`config.mk`:
```
export PLATFORM = sky130hd
export DESIGN_NAME = cv32e40s_instr_obi_responder
export DESIGN_NICKNAME = d
export VERILOG_FILES = /design/src/rtl/cv32e40s_pkg.sv /design/src/rtl/cv32e40s_instr_resp_fifo.sv /design/src/rtl/cv32e40s_instr_obi_responder.sv
export SDC_FILE = /design/constraint.sdc
export NUM_CORES = 1
export LEC_CHECK = 0
export CORE_ASPECT_RATIO = 1.5
export CORE_MARGIN = 1.5
export CORE_UTILIZATION = 56
export CTS_BUF_LIST = sky130_fd_sc_hd__clkbuf_8
export DETAILED_ROUTE_END_ITERATION = 16
export PLACE_DENSITY = 0.87
export SKIP_CTS_REPAIR_TIMING = 1
export SLEW_MARGIN = 20
export SYNTH_ARGS = -nofsm -noshare
export SYNTH_HDL_FRONTEND = slang
export SYNTH_SLANG_ARGS = --single-unit
```
`constraint.sdc`:
```
create_clock -name clk -period 6.6 [get_ports clk]
set_clock_uncertainty 0.05 [all_clocks]
set_input_delay 1.65 -clock clk [delete_from_list [all_inputs] [get_ports clk]]
set_output_delay 1.65 -clock clk [all_outputs]
set_load 0.1 [all_outputs]
```
`src/rtl/cv32e40s_pkg.sv`:
```
// Shared cv32e40s types used by the instruction-side OBI responder.
package cv32e40s_pkg;

  localparam int INSTR_OBI_MAX_OUTSTANDING = 2;

  typedef struct packed {
    logic [31:0] rdata;
    logic        err;
  } obi_inst_resp_t;

endpackage

```
`src/rtl/cv32e40s_instr_resp_fifo.sv`:
```
// In-order response FIFO; occupancy tracked by a separate count so pointers
// may wrap modulo an arbitrary DEPTH.
module cv32e40s_instr_resp_fifo
  import cv32e40s_pkg::*;
#(
  parameter int DEPTH = INSTR_OBI_MAX_OUTSTANDING
) (
  input  logic           clk,
  input  logic           rst,
  input  logic           push_i,
  input  obi_inst_resp_t push_data_i,
  input  logic           pop_i,
  output obi_inst_resp_t head_o,
  output logic           empty_o
);

  localparam int PW = (DEPTH > 1) ? $clog2(DEPTH) : 1;
  localparam int CW = $clog2(DEPTH + 1);

  obi_inst_resp_t       mem_q [DEPTH];
  logic [PW-1:0]        wr_ptr_q, rd_ptr_q;
  logic [CW-1:0]        count_q;

  function automatic logic [PW-1:0] wrap_inc(input logic [PW-1:0] p);
    return (p == PW'(DEPTH - 1)) ? '0 : p + 1'b1;
  endfunction

  always_ff @(posedge clk or posedge rst) begin
    if (rst) begin
      for (int i = 0; i < DEPTH; i++) mem_q[i] <= '0;
      wr_ptr_q <= '0;
      rd_ptr_q <= '0;
      count_q  <= '0;
    end else begin
      if (push_i) begin
        mem_q[wr_ptr_q] <= push_data_i;
        wr_ptr_q        <= wrap_inc(wr_ptr_q);
      end
      if (pop_i) rd_ptr_q <= wrap_inc(rd_ptr_q);
      case ({push_i, pop_i})
        2'b10:   count_q <= count_q + 1'b1;
        2'b01:   count_q <= count_q - 1'b1;
        default: count_q <= count_q;
      endcase
    end
  end

  assign head_o  = mem_q[rd_ptr_q];
  assign empty_o = (count_q == '0);

`ifndef SYNTHESIS
  logic full;
  assign full = (count_q == CW'(DEPTH));
  a_no_overflow: assert property (@(posedge clk) disable iff (rst) !(push_i && full));
`endif

endmodule

```
`src/rtl/cv32e40s_instr_obi_responder.sv`:
```
// Instruction OBI responder: range check, one-cycle memory stage, bypass to
// the response port when nothing is queued, in-order FIFO otherwise.
module cv32e40s_instr_obi_responder
  import cv32e40s_pkg::*;
#(
  parameter int          DEPTH     = INSTR_OBI_MAX_OUTSTANDING,
  parameter int          MEM_AW    = 12,
  parameter logic [31:0] BASE_ADDR = 32'h0000_0000
) (
  input  logic              clk,
  input  logic              rst,
  input  logic              obi_req_i,
  output logic              obi_gnt_o,
  input  logic [31:0]       obi_addr_i,
  input  logic [2:0]        obi_prot_i,
  output logic              obi_rvalid_o,
  input  logic              obi_rready_i,
  output logic [31:0]       obi_rdata_o,
  output logic              obi_err_o,
  output logic              mem_req_o,
  output logic [MEM_AW-1:0] mem_addr_o,
  input  logic [31:0]       mem_rdata_i,
  output logic              busy_o
);

  localparam int              CW      = $clog2(DEPTH + 1);
  localparam logic [CW-1:0]   DEPTH_C = CW'(DEPTH);
  localparam logic [32:0]     WINDOW  = 33'(1) << (MEM_AW + 2);

  logic [31:0]       offset;
  logic              in_range, accept, retire;
  logic [CW-1:0]     cnt_q, cnt_d;
  logic              s1_valid_q, s1_err_q;
  logic [MEM_AW-1:0] mem_addr_q;
  obi_inst_resp_t    s1_resp, out_resp, hold_q, fifo_head;
  logic              fifo_empty, fifo_push, fifo_pop;
  logic              unused_prot;

  assign unused_prot = ^obi_prot_i;

  // 33-bit compare keeps the window test correct even for MEM_AW = 30.
  assign offset     = obi_addr_i - BASE_ADDR;
  assign in_range   = ({1'b0, offset} < WINDOW);
  assign obi_gnt_o  = (cnt_q < DEPTH_C);
  assign accept     = obi_req_i && obi_gnt_o;
  assign mem_req_o  = accept && in_range;
  assign mem_addr_o = mem_req_o ? offset[MEM_AW+1:2] : mem_addr_q;
  assign busy_o     = (cnt_q != '0);

  always_comb begin
    s1_resp.rdata = s1_err_q ? 32'h0 : mem_rdata_i;
    s1_resp.err   = s1_err_q;
    obi_rvalid_o  = !fifo_empty || s1_valid_q;
    if (!fifo_empty)     out_resp = fifo_head;
    else if (s1_valid_q) out_resp = s1_resp;
    else                 out_resp = hold_q;
  end

  assign obi_rdata_o = out_resp.rdata;
  assign obi_err_o   = out_resp.err;
  assign retire      = obi_rvalid_o && obi_rready_i;
  assign fifo_pop    = !fifo_empty && obi_rready_i;
  // Stage-1 result is queued unless it was bypassed and taken this cycle.
  assign fifo_push   = s1_valid_q && !(fifo_empty && obi_rready_i);

  always_comb begin
    case ({accept, retire})
      2'b10:   cnt_d = cnt_q + 1'b1;
      2'b01:   cnt_d = cnt_q - 1'b1;
      default: cnt_d = cnt_q;
    endcase
  end

  always_ff @(posedge clk or posedge rst) begin
    if (rst) begin
      cnt_q      <= '0;
      s1_valid_q <= 1'b0;
      s1_err_q   <= 1'b0;
      mem_addr_q <= '0;
      hold_q     <= '0;
    end else begin
      cnt_q      <= cnt_d;
      s1_valid_q <= accept;
      s1_err_q   <= accept && !in_range;
      if (mem_req_o)    mem_addr_q <= offset[MEM_AW+1:2];
      if (obi_rvalid_o) hold_q     <= out_resp;
    end
  end

  cv32e40s_instr_resp_fifo #(.DEPTH(DEPTH)) u_resp_fifo (
    .clk         (clk),
    .rst         (rst),
    .push_i      (fifo_push),
    .push_data_i (s1_resp),
    .pop_i       (fifo_pop),
    .head_o      (fifo_head),
    .empty_o     (fifo_empty)
  );

`ifndef SYNTHESIS
  a_cnt_bound: assert property (@(posedge clk) disable iff (rst) cnt_q <= DEPTH_C);
  a_rsp_stable: assert property (@(posedge clk) disable iff (rst)
    (obi_rvalid_o && !obi_rready_i) |=>
    (obi_rvalid_o && $stable(obi_rdata_o) && $stable(obi_err_o)));
  a_memreq_accept: assert property (@(posedge clk) disable iff (rst) mem_req_o |-> accept);
`endif

endmodule

```
==> flow_metrics.tcl <==
set metrics [dict create \
    run_status "finished clean" \
    post_place_setup_slack_ps 1030 \
    worst_hold_path.num_cells 2 \
    final_nets 740 \
    finalHoldViolations 0 \
    critPathMaxFanout 12 \
    number_of_global_route_vias_before_repair 4428 \
    worst_pin_slew_ps 992 \
    r2r_startpoint "u_resp_fifo.count_q[0]$_DFFE_PP0P_" \
    regToRegSetupSlack_ps 3550 \
    cts.htree.levels 4 \
    antenna_cells 0 \
    drtPass1Iterations 4 \
    grt.total_usage_pct 25.4 \
    max-clock-path-buffers 2 \
    num_vias 4425 \
    finish.instance_area_um2 6930 \
    routed_wl_um 12500 \
    clk-insertion-delay-late_ps 430 \
    drt-vias-per-instance 5.59 \
    ys_seq_area_share_pct 54.6 \
    post_synth_num_cell_types 31 \
    synthDominantAreaCellType "sky130_fd_sc_hd__dfrtp_1" \
    setup_viol 0 \
    grt_overflow 0 \
    worst_setup_path_end_kind "primary output" \
    rows 43 \
    fin_setup_tns_ps 0 \
    antenna_left 0 \
    post_synth_main_area_contributors "sky130_fd_sc_hd__dfrtp_1 55%, sky130_fd_sc_hd__nand2_1 7.0%, sky130_fd_sc_hd__a21oi_1 6.2%" \
    design.die.area_um2 10300 \
    io_pins 120 \
    pin_count_of_the_biggest_net_entering_global_routing 77 \
    multiInputGateArea_um2 2300 \
    place.gp.congestion 0.763 \
    rsz0062_at_grt "no" \
    clock_tree.root_cell "sky130_fd_sc_hd__clkbuf_8" \
    maxClockFrequency_ghz 0.180 \
    worst_r2r_endpoint "u_resp_fifo.mem_q[33]$_DFFE_PP0P_" \
    number_of_enable_flip_flop_cells_after_synthesis 0 \
    placed_cells 760 \
    crit_type "input port to primary output" \
    synthDominantCellAreaShare_pct 54.6 \
    synth_warnings 0 \
    hold_path.class "register to register" \
    clock-sinks 119 \
    worst_endpoint_required_time_ps 4900 \
    arr_time_crit_path_ps 3840 \
    cts_made_buffers 17 \
    clk_transition_reported_paths_ps 60 \
    placed_area_um2 6510 \
    ys_seq_elements 119 \
    regArea_um2 2980 \
    numPortBuffers 114 \
    hpwl_um 8010 \
    initial_core_util_pct 58.2 \
    post-route-min-period_ps 5540 \
    period_share_pct 84.0 \
    core_um2 9360 \
    drv.max_cap_violation_count 0 \
    timing.final.ws_setup_ps 1060 \
    async_flop_share_pct 100 \
    final_cells 792 \
    hold_end "u_resp_fifo.mem_q[43]$_DFFE_PP0P_" \
    syn-instance-count 571 \
    relSlewSlack_pct 33.7 \
    synth.avg_cell_area_um2 9.54 \
    area.growth.synth_to_final_pct 27.2 \
    report.final.slew_viol_count 0 \
    synth-main-ff-cell "sky130_fd_sc_hd__dfrtp_1" \
    synth.cell_area_um2 5450 \
    worst_setup_path_start_kind "input port" \
    fill_cell_count 690 \
    chipHeight_um 124 \
    post_route_cells_drive_above_1_share_pct 15.0 \
    postSynthNetCount 644 \
    wire_length_of_the_first_global_routing_pass_um 20600 \
    worstRegToRegCells 4 \
    die_x_extent_um 83.5 \
    drc_violations_left 0 \
    detail_route.wl_per_cell_um 15.8 \
    hold_path.startpoint "u_resp_fifo.mem_q[43]$_DFFE_PP0P_" \
    initialDrtViolationCount 292 \
    antenna_violations_before_repair 0 \
    cts_tree "built" \
]
==> Yosys cell counts (8+ instances only) <==
cell type and instances:
sky130_fd_sc_hd__o21ai_1 48, sky130_fd_sc_hd__clkbuf_1 21, sky130_fd_sc_hd__o21ai_0 48, sky130_fd_sc_hd__mux2_4 10, sky130_fd_sc_hd__a21oi_1 67, sky130_fd_sc_hd__dfrtp_1 119
sky130_fd_sc_hd__a211oi_1 33, sky130_fd_sc_hd__nor2b_1 33, sky130_fd_sc_hd__nand2b_1 32, sky130_fd_sc_hd__buf_2 13, sky130_fd_sc_hd__buf_1 8, sky130_fd_sc_hd__nand2_1 101
==> worst max path at each step <==
stage,from,end,slack [ps],depth (start not counted)
after floorplan,obi_addr_i[27],mem_req_o,720,3
after global placement,obi_addr_i[30],mem_addr_o[0],1090,6
after detailed placement,obi_addr_i[30],mem_addr_o[0],1030,6
after CTS,obi_addr_i[30],mem_addr_o[0],1030,6
after global routing,obi_addr_i[27],mem_addr_o[0],870,6
final,obi_addr_i[27],mem_addr_o[0],1060,6
==> cell families (layout without fill, tap and decap cells) <==
group | after synthesis | in the layout | synth area share (%)
AO/OA/AOI/OAI | 199 | 199 | 20.0
XOR/XNOR | 7 | 7 | 1.13
adder cells (fa/ha/maj) | 2 | 2 | 0.459
buffers and inverters | 48 | 157 | 3.74
flip-flops | 119 | 119 | 54.6
multiplexers | 15 | 15 | 3.77
AND/OR/NAND/NOR | 181 | 181 | 16.3
==> worst max-delay path, stage by stage <==
cell                              delay (ps)
sky130_fd_sc_hd__clkdlybuf4s50_1         420
sky130_fd_sc_hd__nor4_2                  300
sky130_fd_sc_hd__nand3_2                 160
sky130_fd_sc_hd__nor3_4                  640
sky130_fd_sc_hd__mux2_1                  420
sky130_fd_sc_hd__buf_4                   250
==> cell type report <==
type | count | share of cell area (%)
clock buffer | 20 | 3.97
clock inverter | 12 | 1.93
inverter | 5 | 0.307
multi-input combinational | 404 | 33.2
sequential | 119 | 43.0
tap | 112 | 2.02
timing repair buffer | 120 | 15.5
==> state kept, by name, summed over array words and instances, names as in the netlist <==
name / flops
cnt_q: 2
hold_q: 33
mem_addr_q: 12
s1_err_q: 1
s1_valid_q: 1
u_resp_fifo.count_q: 2
u_resp_fifo.mem_q: 66
u_resp_fifo.rd_ptr_q: 1
u_resp_fifo.wr_ptr_q: 1
==> routing by layer <==
| metal | share of wire [%] | routed length [µm] | track usage [%] |
|---|---|---|---|
| met2 | 52 | 6570 | 43.3 |
| met5 | 0 | 0 | 0 |
| met3 | 4.9 | 613 | 6.10 |
| met1 | 40 | 4990 | 30.6 |
| met4 | 2.7 | 341 | 12.5 |
==> metrics by stage <==
| step | utilization (%) | hold WS, ps |
|---|---|---|
| 6_report | 74.0 | 428 |
| 5_1_grt | 74.0 | 450 |
| 4_1_cts | 73.9 | 432 |
| 3_5_place_dp | 69.6 | 418 |
| 3_3_place_gp | 69.6 | 409 |
| 2_1_floorplan | - | 398 |
==> layout by cell type (no fill, tap or decap), drive strengths merged <==
cell type        n
nor3             2
clkbuf          20
inv              8
o311ai           1
clkinv           5
mux2            14
nand2          101
buf             50
nand2b          32
nor4             4
xor2             2
nand3            1
ha               2
clkinvlp         1
a211oi          33
nor2             7
o21ai           96
a211o            1
clkdlybuf4s50   70
xnor2            5
a21o             1
dfrtp          119
nor2b           33
a21oi           67
mux2i            1
or2              1
bufinv           3
Power is not shown: default switching activity piles up to over one toggle a cycle in this logic, so the estimate is an artifact.
